<file path="src/rtl/spi_reg_bridge_if.sv">
// spi_reg_bridge_if
//   Bundles the SPI-side byte handshake and the register bus of the
//   SPI-to-register bridge.
//   modport master : the bridge. It drives tx_data, the register bus
//                    strobes/address/data and active.
//   modport slave  : the environment. It is the SPI slave core plus the
//                    register file, and it drives ss, rx_done, rx_data
//                    and reg_rdata.
interface spi_reg_bridge_if;
  logic       ss;         // raw slave-select pin, active-low, async to clk
  logic       rx_done;    // one-cycle pulse: byte received
  logic [7:0] rx_data;    // received byte, valid with rx_done
  logic [7:0] tx_data;    // next byte for the SPI slave to shift out
  logic [6:0] reg_addr;   // register bus address
  logic [7:0] reg_wdata;  // register bus write data
  logic       reg_wr;     // one-cycle write strobe
  logic       reg_rd;     // one-cycle read strobe
  logic [7:0] reg_rdata;  // read data, valid the cycle after reg_rd
  logic       active;     // frame in progress

  modport master (
    input  ss, rx_done, rx_data, reg_rdata,
    output tx_data, reg_addr, reg_wdata, reg_wr, reg_rd, active
  );

  modport slave (
    output ss, rx_done, rx_data, reg_rdata,
    input  tx_data, reg_addr, reg_wdata, reg_wr, reg_rd, active
  );
endinterface

</file>
<file path="src/rtl/spi_reg_bridge.sv">
// spi_reg_bridge
//   Turns SPI byte frames into register bus accesses. The first byte of a
//   frame is the command: bit7 selects read (1) or write (0), and bits
//   [6:0] give the start address. In a write frame, each later byte is
//   written. In a read frame, each byte fetches a register, and the
//   register value is what the SPI slave shifts out next.
//   Ports:
//     clk  - system clock, rising edge
//     rst  - synchronous active-high reset
//     bus  - spi_reg_bridge_if.master (SPI handshake + register bus)
//   Optional feature: define SPI_BRIDGE_AUTOINC_EN to step the address
//   by one (mod 128) per data byte. Without it, every access in a frame
//   goes to the command address.
//
//   state | meaning
//   IDLE  | no frame; tx_data holds the 8'hA5 sync byte
//   CMD   | frame open, waiting for the command byte
//   WR    | write frame; each byte becomes a reg_wr
//   RD    | read frame; each byte fetches the next register into tx_data
module spi_reg_bridge (
  input  logic              clk,
  input  logic              rst,
  spi_reg_bridge_if.master  bus
);
  typedef enum logic [1:0] {IDLE, CMD, WR, RD} state_t;

  localparam logic [7:0] SYNC_BYTE = 8'hA5;

  state_t     state, state_next;
  logic       ss_meta, ss_s;
  logic       cmd_load, wr_fire, rd_fire, rd_adv;
  logic       rd_pend;
  logic [6:0] addr_step;

  always_ff @(posedge clk) begin
    if (rst) begin
      ss_meta <= 1'b1;
      ss_s    <= 1'b1;
    end else begin
      ss_meta <= bus.ss;
      ss_s    <= ss_meta;
    end
  end

  always_ff @(posedge clk) begin
    if (rst) state <= IDLE;
    else     state <= state_next;
  end

  always_comb begin
    state_next = state;
    cmd_load   = 1'b0;
    wr_fire    = 1'b0;
    rd_fire    = 1'b0;
    rd_adv     = 1'b0;
    unique case (state)
      IDLE: if (!ss_s) state_next = CMD;
      CMD: begin
        if (ss_s) begin
          state_next = IDLE;
        end else if (bus.rx_done) begin
          cmd_load   = 1'b1;
          rd_fire    = bus.rx_data[7];
          state_next = bus.rx_data[7] ? RD : WR;
        end
      end
      WR: begin
        // A byte that lands together with the frame end is still written.
        wr_fire = bus.rx_done;
        if (ss_s) state_next = IDLE;
      end
      RD: begin
        if (ss_s) begin
          state_next = IDLE;
        end else if (bus.rx_done) begin
          rd_fire = 1'b1;
          rd_adv  = 1'b1;
        end
      end
      default: state_next = IDLE;
    endcase
  end

`ifdef SPI_BRIDGE_AUTOINC_EN
  assign addr_step = bus.reg_addr + 7'd1;
`else
  assign addr_step = bus.reg_addr;
`endif

  always_ff @(posedge clk) begin
    if (rst) begin
      bus.reg_addr  <= 7'd0;
      bus.reg_wdata <= 8'd0;
      bus.reg_wr    <= 1'b0;
      bus.reg_rd    <= 1'b0;
      bus.tx_data   <= SYNC_BYTE;
      rd_pend       <= 1'b0;
    end else begin
      bus.reg_wr <= wr_fire;
      bus.reg_rd <= rd_fire;
      rd_pend    <= bus.reg_rd;
      if (wr_fire) bus.reg_wdata <= bus.rx_data;
      // Writes step the address after the strobe. Reads step it before
      // the strobe, so reg_rd already sees the new address.
      if (cmd_load)                  bus.reg_addr <= bus.rx_data[6:0];
      else if (bus.reg_wr || rd_adv) bus.reg_addr <= addr_step;
      // The sync byte wins as soon as the frame closes, even if a read
      // is still in flight.
      if (state_next == IDLE || state_next == CMD) bus.tx_data <= SYNC_BYTE;
      else if (rd_pend)                            bus.tx_data <= bus.reg_rdata;
    end
  end

  assign bus.active = (state != IDLE);
endmodule

</file>
<file path="src/flat_wrapper.sv">
// flat-port wrapper written by rule: the top's interface ports become plain ports
module spi_reg_bridge_flat 
  (clk, rst, bus_ss, bus_rx_done, bus_rx_data, bus_reg_rdata, bus_tx_data, bus_reg_addr, bus_reg_wdata, bus_reg_wr, bus_reg_rd, bus_active);
  spi_reg_bridge_if bus_i ();
  input  logic clk;
  input  logic rst;
  input wire logic [$bits(bus_i.ss)-1:0] bus_ss;
  input wire logic [$bits(bus_i.rx_done)-1:0] bus_rx_done;
  input wire logic [$bits(bus_i.rx_data)-1:0] bus_rx_data;
  input wire logic [$bits(bus_i.reg_rdata)-1:0] bus_reg_rdata;
  output wire logic [$bits(bus_i.tx_data)-1:0] bus_tx_data;
  output wire logic [$bits(bus_i.reg_addr)-1:0] bus_reg_addr;
  output wire logic [$bits(bus_i.reg_wdata)-1:0] bus_reg_wdata;
  output wire logic [$bits(bus_i.reg_wr)-1:0] bus_reg_wr;
  output wire logic [$bits(bus_i.reg_rd)-1:0] bus_reg_rd;
  output wire logic [$bits(bus_i.active)-1:0] bus_active;
  assign bus_i.ss = bus_ss;
  assign bus_i.rx_done = bus_rx_done;
  assign bus_i.rx_data = bus_rx_data;
  assign bus_i.reg_rdata = bus_reg_rdata;
  assign bus_tx_data = bus_i.tx_data;
  assign bus_reg_addr = bus_i.reg_addr;
  assign bus_reg_wdata = bus_i.reg_wdata;
  assign bus_reg_wr = bus_i.reg_wr;
  assign bus_reg_rd = bus_i.reg_rd;
  assign bus_active = bus_i.active;
  spi_reg_bridge u_core (.clk(clk), .rst(rst), .bus(bus_i));
endmodule
</file>
<file path="config.mk">
export PLATFORM = sky130hd
export DESIGN_NAME = spi_reg_bridge_flat
export DESIGN_NICKNAME = d
export VERILOG_FILES = /design/src/rtl/spi_reg_bridge_if.sv /design/src/rtl/spi_reg_bridge.sv /design/src/flat_wrapper.sv
export SDC_FILE = /design/constraint.sdc
export NUM_CORES = 1
export LEC_CHECK = 0
export ABC_AREA = 1
export BUFFER_PORTS_ARGS = -buffer_cell sky130_fd_sc_hd__buf_2
export CAP_MARGIN = 30
export CORE_AREA = 5 5 70 72
export DETAILED_ROUTE_END_ITERATION = 8
export DIE_AREA = 0 0 75 77
export PLACE_DENSITY = 0.56
export SLEW_MARGIN = 40
export SYNTH_ARGS = -nofsm -noshare
export SYNTH_HDL_FRONTEND = slang
export SYNTH_SLANG_ARGS = --single-unit
</file>
<file path="constraint.sdc">
create_clock -name clk -period 1.7 [get_ports clk]
set_clock_uncertainty 0.05 [all_clocks]
set_input_delay 0.17 -clock clk [delete_from_list [all_inputs] [get_ports clk]]
set_output_delay 0.17 -clock clk [all_outputs]
set_load 0.005 [all_outputs]
</file>
After elaboration in Yosys (flattened, before gate mapping). Index checks and enable logic that the tools add are counted.

Logic and storage cells: 32. Flip-flop bits (word level): 30. Bits of input ports: 20. Output and inout port bits: 26.

Equal/unequal tests: 4. Reduce and logical (&&, ||, !) cells: 6. Muxes and demuxes: 13.

Operators with widths (number): two-way mux 2 bit (4); two-way mux 1 bit (7); one-hot mux 2 bit (3 select lines) (1); equality test 2 x 1 -> 1 bit, second input constant (2); equality test 2 bit, second input constant (2); logical NOT 2 bit (2); OR reduction 2 bit (2); one-hot mux 1 bit (2 select lines) (1); nonzero test 2 bit (1); logical OR 1 bit (1).

Longest topological paths before layout. Gate-level depths: netlist of run 1.

Depth in word-level cells: 7. Gate-level depth with buffers: 6. Depth with buffers taken out: 6.

Worst setup path before layout of run 1. No wires, ideal clock.

Path kind: register to register. From: reg u_core.rd_pend. To: reg u_core.bus.tx_data[2]. Slack: 0.690 ns. Required time: 1.527 ns. Data arrival time: 0.837 ns. Setup time: 0.123 ns. Buffers on the path: 1. Stages on the path, launching flop included: 5. Period minus slack after synthesis: 1.010 ns. Cell sequence: dfxtp_1 > clkbuf_2 > or2_2 > o21ai_0 > nand3_1.

RTL lines: from (decl) (RTL line spi_reg_bridge.sv:32) `logic rd_pend;`; from (signal assigned) (RTL line spi_reg_bridge.sv:101) `rd_pend <= bus.reg_rd;`; to (signal assigned) (RTL line spi_reg_bridge.sv:110) `else if (rd_pend) bus.tx_data <= bus.reg_rdata;`; to (decl) (RTL line spi_reg_bridge_if.sv:23) `output tx_data, reg_addr, reg_wdata, reg_wr, reg_rd, active`.

Worst setup path in the final report of run 1.
From: reg u_core.state[1]. To: out bus_active.

Longest elaborated chain between the ends: 1.

RTL lines: from (decl) (RTL line spi_reg_bridge.sv:29) `state_t state, state_next;`; from (signal assigned) (RTL line spi_reg_bridge.sv:47) `else state <= state_next;`; nonzero test 2 bit (RTL line spi_reg_bridge.sv:114) `assign bus.active = (state != IDLE);`; to (decl) (RTL line flat_wrapper.sv:16) `output wire logic [$bits(bus_i.active)-1:0] bus_active;`.

No other way between the ends.

==> impl_results.md, run 1 <==
- Crit path largest cell delay: 0.64 ns
- Synthesized cell area: 1210 um2
- Post-synth cell types: 22
- Routed wire length: 2700 um
- Via count: 1021
- IO Port Bufs: 45
- CTS H-Tree Depth: 2
- Int Pwr: 1.36 mW
- Synth Net Count: 161
- Fin nets: 208
- First-pass GRT wire length: 4370 um
- GRT Overall Usage: 0.101
- Sw Ratio: 0.184
- Final hold vios: 0
- Critical Path AT: 1.28 ns
- Worst VDD drop: 0.591 mV
- Max Used Layer: met4
- Row cnt: 24
- Number of global-route vias before repair: 931
- Fin. max-slew vios: 0
- Tot Pwr: 1.66 mW
- Slew margin rel.: 0.661
- Final WS setup: 0.197 ns
- RSZ-0062 raised after global routing: false
- PwrDens: 1040 nW/um2
- Post-CTS sizing: 0
- CTS Hold Bufs: 0
- CTS tree: yes
- DR pass1 iterations: 6
- Fin crit period: 1.50 ns
- Hold WS: 0.0202 ns
- Synth top area cells: dfxtp_1 50%, nand2_1 7.8%, nor2_1 6.2%
- Number of diodes: 0
- Final setup fails: 0
- Wire length per cell: 11.2 um
- Slowest CP cell: dfxtp_1
- CTS Root Cell: clkbuf_8
- Clock power frac: 0.536
- CP endpoint kind: primary output
- Chip height: 77 um
- Flops & latches, synth: 30
- Synth Instances: 141
- Final setup TNS: 0 ns
- Detailed-placement wirelength estimate: 2080 um
- Area leader, netlist: dfxtp_1
- CTS buffer count: 5
- Core area: 4230 um2
- GP Congestion: 0.771
- Pin count of the biggest net entering global routing: 16
- Met3 routed WL: 292 um
- DRT antenna net count: 0
- Clk buf depth: 2
- Register area: 601 um2
- Sink Count: 30
- Hold crit path type: input port to register
- Status: completed
- Post-synthesis sequential area ratio: 0.497
- Antenna violations before repair: 0
- Fill count: 451
- Final Util: 0.377
- Place WS: 0.447 ns
- Max FO, Critical Path: 13
- Share of power burned in registers: 0.426
- Initial Utilization: 0.285
- Multi-input logic area: 527 um2
- Mean post-synth cell area: 8.57 um2
- Highest clock rate: 665 MHz
- Max-cap viol count: 0
- Layout cells sized above 1: 0.365
- Comb power frac: 0.039
- Vias per Instance: 4.24
- Boundary Pins: 46
- Most frequent cells in the layout: 45 x buf_2, 30 x dfxtp_1, 25 x nand2_1, 20 x nor2_1
- WL met1: 1290 um
- Metal2 WL: 1060 um
- Worst path required time: 1.48 ns
- Warnings from Yosys: 0
- Post-CTS setup buffers: 0
- Reg clk slew, reported paths: 0.07 ns
- Worst skew pair latency: 0.28 ns
- WS Path Type: register to primary output
- Crit path launch type: register
- Sw power: 0.306 mW
- Static leakage: 0.705 nW
- Period utilization: 0.884
- Die area: 5780 um2
- Syn-to-layout area delta: 32.2%
- Area share of the largest cell type after synthesis: 0.497
- DR iter-0 viols: 17
- Die X-Extent: 75 um
- CP Cell Sequence: inv_1, nand2_1, buf_2
- GR Overflow Total: 0
- DRC viols: 0
- Least-Margin Pin Slew: 0.507 ns
- Commonest non-fill, non-tap cell in the layout: buf_2
## final timing paths
check | slack [ns] | end | cells past startpoint | start
worst max-delay path | 0.20 | bus_active | 3 | u_core.state[1]
worst min-delay path | 0.02 | u_core.ss_meta | 2 | bus_ss
worst max register to register | 0.43 | u_core.bus.reg_addr[1] | 5 | u_core.state[1]
worst min register to register | 0.36 | u_core.ss_s | 1 | u_core.ss_meta
## critical path, delay by kind of cell (launching register included)
| kind | cells | cell delay (ns) |
|---|---|---|
| flops | 1 | 0.64 |
| buf+inv | 2 | 0.25 |
| simple gates | 1 | 0.11 |
## layout make-up
class | instances | share of cell area
multi-input combinational | 97 | 0.330
sequential | 30 | 0.376
inverter | 8 | 0.0188
tap | 52 | 0.0407
timing repair buffer | 46 | 0.146
clock inverter | 2 | 0.0376
clock buffer | 6 | 0.0517
## flip-flops by register name, indices dropped and copies added (netlist names)
register,count
u_core.bus.reg_addr,7
u_core.bus.reg_rd,1
u_core.bus.reg_wdata,8
u_core.bus.reg_wr,1
u_core.bus.tx_data,8
u_core.rd_pend,1
u_core.ss_meta,1
u_core.ss_s,1
u_core.state,2
## synth_stat cells
library cell  number
inv_1              7
o211ai_1           1
nand3_4            1
buf_6              2
nand3b_1           7
or2_2              6
clkbuf_2           1
a21oi_1            7
a21boi_0           4
nand4_1            7
clkbuf_8           1
dfxtp_1           30
o21ai_0            5
nand2_2            1
nand2_1           25
nor2_4             4
inv_2              1
nor2_1            20
buf_2              2
nand2_4            2
nand3_1            5
nor3_1             2
## metrics by stage
step | instance area, um2 | cells
3_5_place_dp | 1460 | 233
4_1_cts | 1600 | 241
2_1_floorplan | 1210 | 141
3_3_place_gp | 1460 | 233
5_1_grt | 1600 | 241
6_report | 1600 | 241
## power by group through the flow
| stage | clock (mW) | combinational (mW) | sequential, mW |
|---|---|---|---|
| after CTS | 0.917 | 0.0647 | 0.709 |
| after detailed placement | 0 | 0.0644 | 0.725 |
| after global routing | 0.948 | 0.0715 | 0.709 |
| final | 0.892 | 0.0642 | 0.709 |
| after global placement | 0 | 0.0642 | 0.725 |
| after floorplan | 0 | 0.0351 | 0.724 |
## cells by family after synthesis
group,count (synthesis),share of synthesized area
flip-flops,30,0.497
buffers and inverters,14,0.0673
AO/OA/AOI/OAI,17,0.0807
AND/OR/NAND/NOR,80,0.355
## per-layer routing
metal,track usage,vias up
met5,0,-
met4,0.0641,0
met2,0.127,43
met3,0.0379,5
li1,-,555
met1,0.141,418
Power figures use the tool's default switching activity.
==> run 2, diff against run 1 <==
--- a/config.mk
+++ b/config.mk
@@ -8,10 +8,12 @@
 export ABC_AREA = 1
 export BUFFER_PORTS_ARGS = -buffer_cell sky130_fd_sc_hd__buf_2
 export CAP_MARGIN = 30
+export CELL_PAD_IN_SITES_DETAIL_PLACEMENT = 1
+export CELL_PAD_IN_SITES_GLOBAL_PLACEMENT = 1
 export CORE_AREA = 5 5 70 72
 export DETAILED_ROUTE_END_ITERATION = 8
 export DIE_AREA = 0 0 75 77
-export PLACE_DENSITY = 0.56
+export PLACE_DENSITY = 0.72
 export SLEW_MARGIN = 40
 export SYNTH_ARGS = -nofsm -noshare
 export SYNTH_HDL_FRONTEND = slang
==> run 2 against run 1 <==
  * Cell area is 3.8% lower
  * Worst setup slack worse by 0.010 ns
  * Global-route usage is 1.2 points higher
  * Sequential power hardly changed
  * Flip-flop and latch count stayed put
  * Highest routed layer unchanged
  * Clock power is 38% lower
  * First-iteration DRC count is 18% higher
  * Via count is 5.7% higher
  * Critical endpoint unchanged
  * Non-clock buffer count stayed put
  * Maximum frequency is 0.66% lower
  * Register-to-register slack worse by 0.03 ns
  * Critical path depth stayed put
==> impl_results.md, run 2 (same netlist as run 1, synthesis figures left out) <==
- DRC viols: 0
- Highest clock rate: 661 MHz
- Commonest non-fill, non-tap cell in the layout: buf_2
- Least-Margin Pin Slew: 0.516 ns
- Sink Count: 30
- Max FO, Critical Path: 13
- Static leakage: 0.677 nW
- Place WS: 0.421 ns
- Antenna violations before repair: 0
- Number of global-route vias before repair: 1100
- GRT Overall Usage: 0.113
- Slew margin rel.: 0.656
- DR iter-0 viols: 20
- Period utilization: 0.890
- Fin crit period: 1.51 ns
- PwrDens: 865 nW/um2
- Placed cells: 233
- Final Util: 0.363
- Vias per Instance: 4.51
- Status: completed
- Biggest regs: u_core.bus.reg_wdata (8), u_core.bus.tx_data (8), u_core.bus.reg_addr (7)
- CP endpoint kind: primary output
- Pin count of the biggest net entering global routing: 16
- Detailed-placement wirelength estimate: 2410 um
- RSZ-0062 raised after global routing: false
- Routed wire length: 3000 um
- Most frequent cells in the layout: 45 x buf_2, 30 x dfxtp_1, 25 x nand2_1, 20 x nor2_1
- Row cnt: 24
- GP Congestion: 0.770
- Fill count: 545
- CTS tree: yes
- Reg clk slew, reported paths: 0.06 ns
- Final WS setup: 0.187 ns
- Fin. max-slew vios: 0
- Worst path required time: 1.48 ns
- Worst VDD drop: 0.398 mV
- IO Port Bufs: 45
- First-pass GRT wire length: 5010 um
- Worst skew pair latency: 0.28 ns
- Initial Utilization: 0.285
- CTS Root Cell: clkbuf_8
- Layout cells sized above 1: 0.358
- Hold crit path type: input port to register
- Final Instance Area: 1540 um2
- Max-cap viol count: 0
- DP Area: 1460 um2
- Boundary Pins: 46
- CTS buffer count: 5
- Wire length per cell: 12.5 um
- Post-CTS setup buffers: 0
- Final setup fails: 0
- CTS H-Tree Depth: 2
- WS Path Type: register to primary output
- Final hold vios: 0
- Chip height: 77 um
- DRT antenna net count: 0
- Critical Path AT: 1.29 ns
- Number of diodes: 0
- Fin nets: 208
- Final non-filler cell total: 239
- Post-CTS sizing: 0
- Die X-Extent: 75 um
- Crit path launch type: register
- Die area: 5780 um2
- CTS Hold Bufs: 0
- Clk buf depth: 2
- Core area: 4230 um2
- Final setup TNS: 0 ns
- GR Overflow Total: 0
- Syn-to-layout area delta: 27.2%
- Via count: 1079
- DR pass1 iterations: 3
run 2: path summary, 6_finish.rpt:
| kind | start | to | slack [ns] | cells past startpoint |
|---|---|---|---|---|
| max | u_core.state[1] | bus_active | 0.19 | 3 |
| min | bus_ss | u_core.ss_meta | 0.02 | 2 |
| max reg2reg | u_core.state[1] | u_core.bus.reg_addr[2] | 0.40 | 5 |
| min reg2reg | u_core.bus.reg_rd | u_core.rd_pend | 0.36 | 2 |
run 2: area by class of cell:
type                    instances  area (um2)  area share
well taps                      52        65.1      0.0423
flip-flops and latches         30         601       0.391
multi-input cells              97         527       0.343
inverters                       8        30.0      0.0195
repair buffers                 46         233       0.151
clock buffers                   6        82.6      0.0537
run 2: where the power goes:
group / switching (mW) / internal, mW
Clock: 0.245 / 0.311
Combinational: 0.0379 / 0.0275
Sequential: 0.00238 / 0.707
run 2: metal layers:
| metal | GRT usage | vias to the layer above | wire [um] |
|---|---|---|---|
| met5 | 0 | - | 0 |
| met4 | 0.0374 | 0 | 46 |
| met3 | 0.0523 | 5 | 292 |
| li1 | - | 552 | - |
| met1 | 0.147 | 482 | 1390 |
| met2 | 0.163 | 40 | 1270 |
run 2: stage by stage:
stage	power, mW	hold slack, ns
4_1_cts	1.35	0.0188
5_1_grt	1.39	0.0172
6_report	1.33	0.0243
3_3_place_gp	0.790	0.308
2_1_floorplan	0.760	0.189
3_5_place_dp	0.791	0.312
run 2: critical path, stage by stage, from the launching register on:
cell,delay [ns]
dfxtp_1,0.64
inv_1,0.15
nand2_1,0.11
buf_2,0.11
==> run 3, diff against run 2 <==
--- a/config.mk
+++ b/config.mk
@@ -11,9 +11,12 @@
 export CELL_PAD_IN_SITES_DETAIL_PLACEMENT = 1
 export CELL_PAD_IN_SITES_GLOBAL_PLACEMENT = 1
 export CORE_AREA = 5 5 70 72
+export CTS_BUF_LIST = sky130_fd_sc_hd__clkbuf_8
 export DETAILED_ROUTE_END_ITERATION = 8
 export DIE_AREA = 0 0 75 77
+export GPL_TIMING_DRIVEN = 0
 export PLACE_DENSITY = 0.72
+export SKIP_LAST_GASP = 1
 export SLEW_MARGIN = 40
 export SYNTH_ARGS = -nofsm -noshare
 export SYNTH_HDL_FRONTEND = slang
==> run 3 against run 2 <==
  * Cell area rose by 4.6%
  * Die area did not move
  * Total power rose by 11%
  * Clock-buffer cell count fell by 1
  * Via count rose by 2.6%
  * Clock power rose by 26%
  * Maximum frequency rose by 17%
  * Flip-flop and latch count did not move
  * Wire length rose by 0.93%
  * Register-to-register slack improved by 0.21 ns
  * First-iteration DRC count fell by 40%
==> impl_results.md, run 3 (same netlist as run 1, synthesis figures left out) <==
- Final non-filler cell total: 246
- Number of diodes: 0
- Boundary Pins: 46
- Layout cells sized above 1: 0.381
- Most frequent cells in the layout: 47 x buf_2, 30 x dfxtp_1, 25 x nand2_1, 20 x nor2_1
- Worst skew pair latency: 0.28 ns
- Die X-Extent: 75 um
- Crit path launch type: register
- Via count: 1107
- Pin count of the biggest net entering global routing: 11
- CTS H-Tree Depth: 2
- Chip height: 77 um
- CTS Hold Bufs: 0
- Routed wire length: 3030 um
- Place WS: 0.605 ns
- Worst VDD drop: 0.386 mV
- RSZ-0062 raised after global routing: false
- First-pass GRT wire length: 5110 um
- DRT antenna net count: 0
- Max-cap viol count: 0
- CP endpoint kind: primary output
- IO Port Bufs: 45
- Max FO, Critical Path: 10
- DR pass1 iterations: 4
- Least-Margin Pin Slew: 0.228 ns
- Register area: 601 um2
- Fin. max-slew vios: 0
- GR Overflow Total: 0
- Placed cells: 238
- Fill count: 539
- Clk buf depth: 2
- Biggest regs: u_core.bus.reg_wdata (8), u_core.bus.tx_data (8), u_core.bus.reg_addr (7)
- PwrDens: 920 nW/um2
- Period utilization: 0.759
- DR iter-0 viols: 12
- Final WS setup: 0.409 ns
- DRC viols: 0
- Die area: 5780 um2
- Post-CTS setup buffers: 0
- Wire length per cell: 12.3 um
- Commonest non-fill, non-tap cell in the layout: buf_2
- Number of global-route vias before repair: 1147
- Detailed-placement wirelength estimate: 2430 um
- Worst path required time: 1.48 ns
- Multi-input logic area: 527 um2
- Hold crit path type: input port to register
- Hold WS: 0.0196 ns
- Final hold vios: 0
- CTS tree: yes
- Sink Count: 30
- Fin crit period: 1.29 ns
- Post-CTS sizing: 0
- Reg clk slew, reported paths: 0.06 ns
- Final setup fails: 0
- Final setup TNS: 0 ns
- Fin nets: 213
- Status: completed
- GRT Overall Usage: 0.115
- Row cnt: 24
- GP Congestion: 0.723
- Highest clock rate: 775 MHz
- Static leakage: 0.719 nW
- Initial Utilization: 0.285
- Core area: 4230 um2
- CTS buffer count: 5
- CTS Root Cell: clkbuf_8
- WS Path Type: register to primary output
- Slew margin rel.: 0.848
- Antenna violations before repair: 0
- Critical Path AT: 1.07 ns
- Vias per Instance: 4.50
- Syn-to-layout area delta: 33.0%
[run 3: final timing paths]
path | slack [ns] | startpoint | endpoint | depth (start not counted)
worst min-delay path | 0.02 | bus_ss | u_core.ss_meta | 2
worst max register to register | 0.61 | u_core.rd_pend | u_core.bus.tx_data[2] | 4
worst max-delay path | 0.41 | u_core.state[0] | bus_active | 4
worst min register to register | 0.37 | u_core.bus.reg_rd | u_core.rd_pend | 2
[run 3: where the power goes]
part / total, mW / internal (mW) / switching, mW
clock network: 0.700 / 0.430 / 0.270
logic: 0.0697 / 0.0313 / 0.0384
registers: 0.709 / 0.707 / 0.00234
total: 1.48 / 1.17 / 0.311
[run 3: stage by stage]
step	total power [mW]	area (um2)	util
finish	1.48	1610	0.380
global route	1.55	1610	0.380
CTS	1.50	1610	0.380
detailed placement	0.795	1500	0.354
global placement	0.795	1500	0.354
floorplan	0.760	1210	-
[run 3: critical path, cell delays in order (launching register included)]
cell and delay, ns:
dfxtp_1 0.38, inv_2 0.07, clkbuf_8 0.17, nand2_1 0.06
buf_2 0.10
[run 3: area by class of cell]
type	count	share of cell area
repair buffers	45	0.140
clock inverters	3	0.0249
clock buffers	5	0.0428
well taps	52	0.0405
flip-flops and latches	30	0.374
inverters	8	0.0187
multi-input cells	97	0.328
plain buffers	6	0.0319
[run 3: layer usage]
layer | share of wire | vias to the layer above | global-route usage
met5 | 0 | - | 0
met4 | 0.018 | 0 | 0.0427
met3 | 0.12 | 6 | 0.0562
met2 | 0.44 | 42 | 0.166
met1 | 0.43 | 497 | 0.145
li1 | - | 562 | -
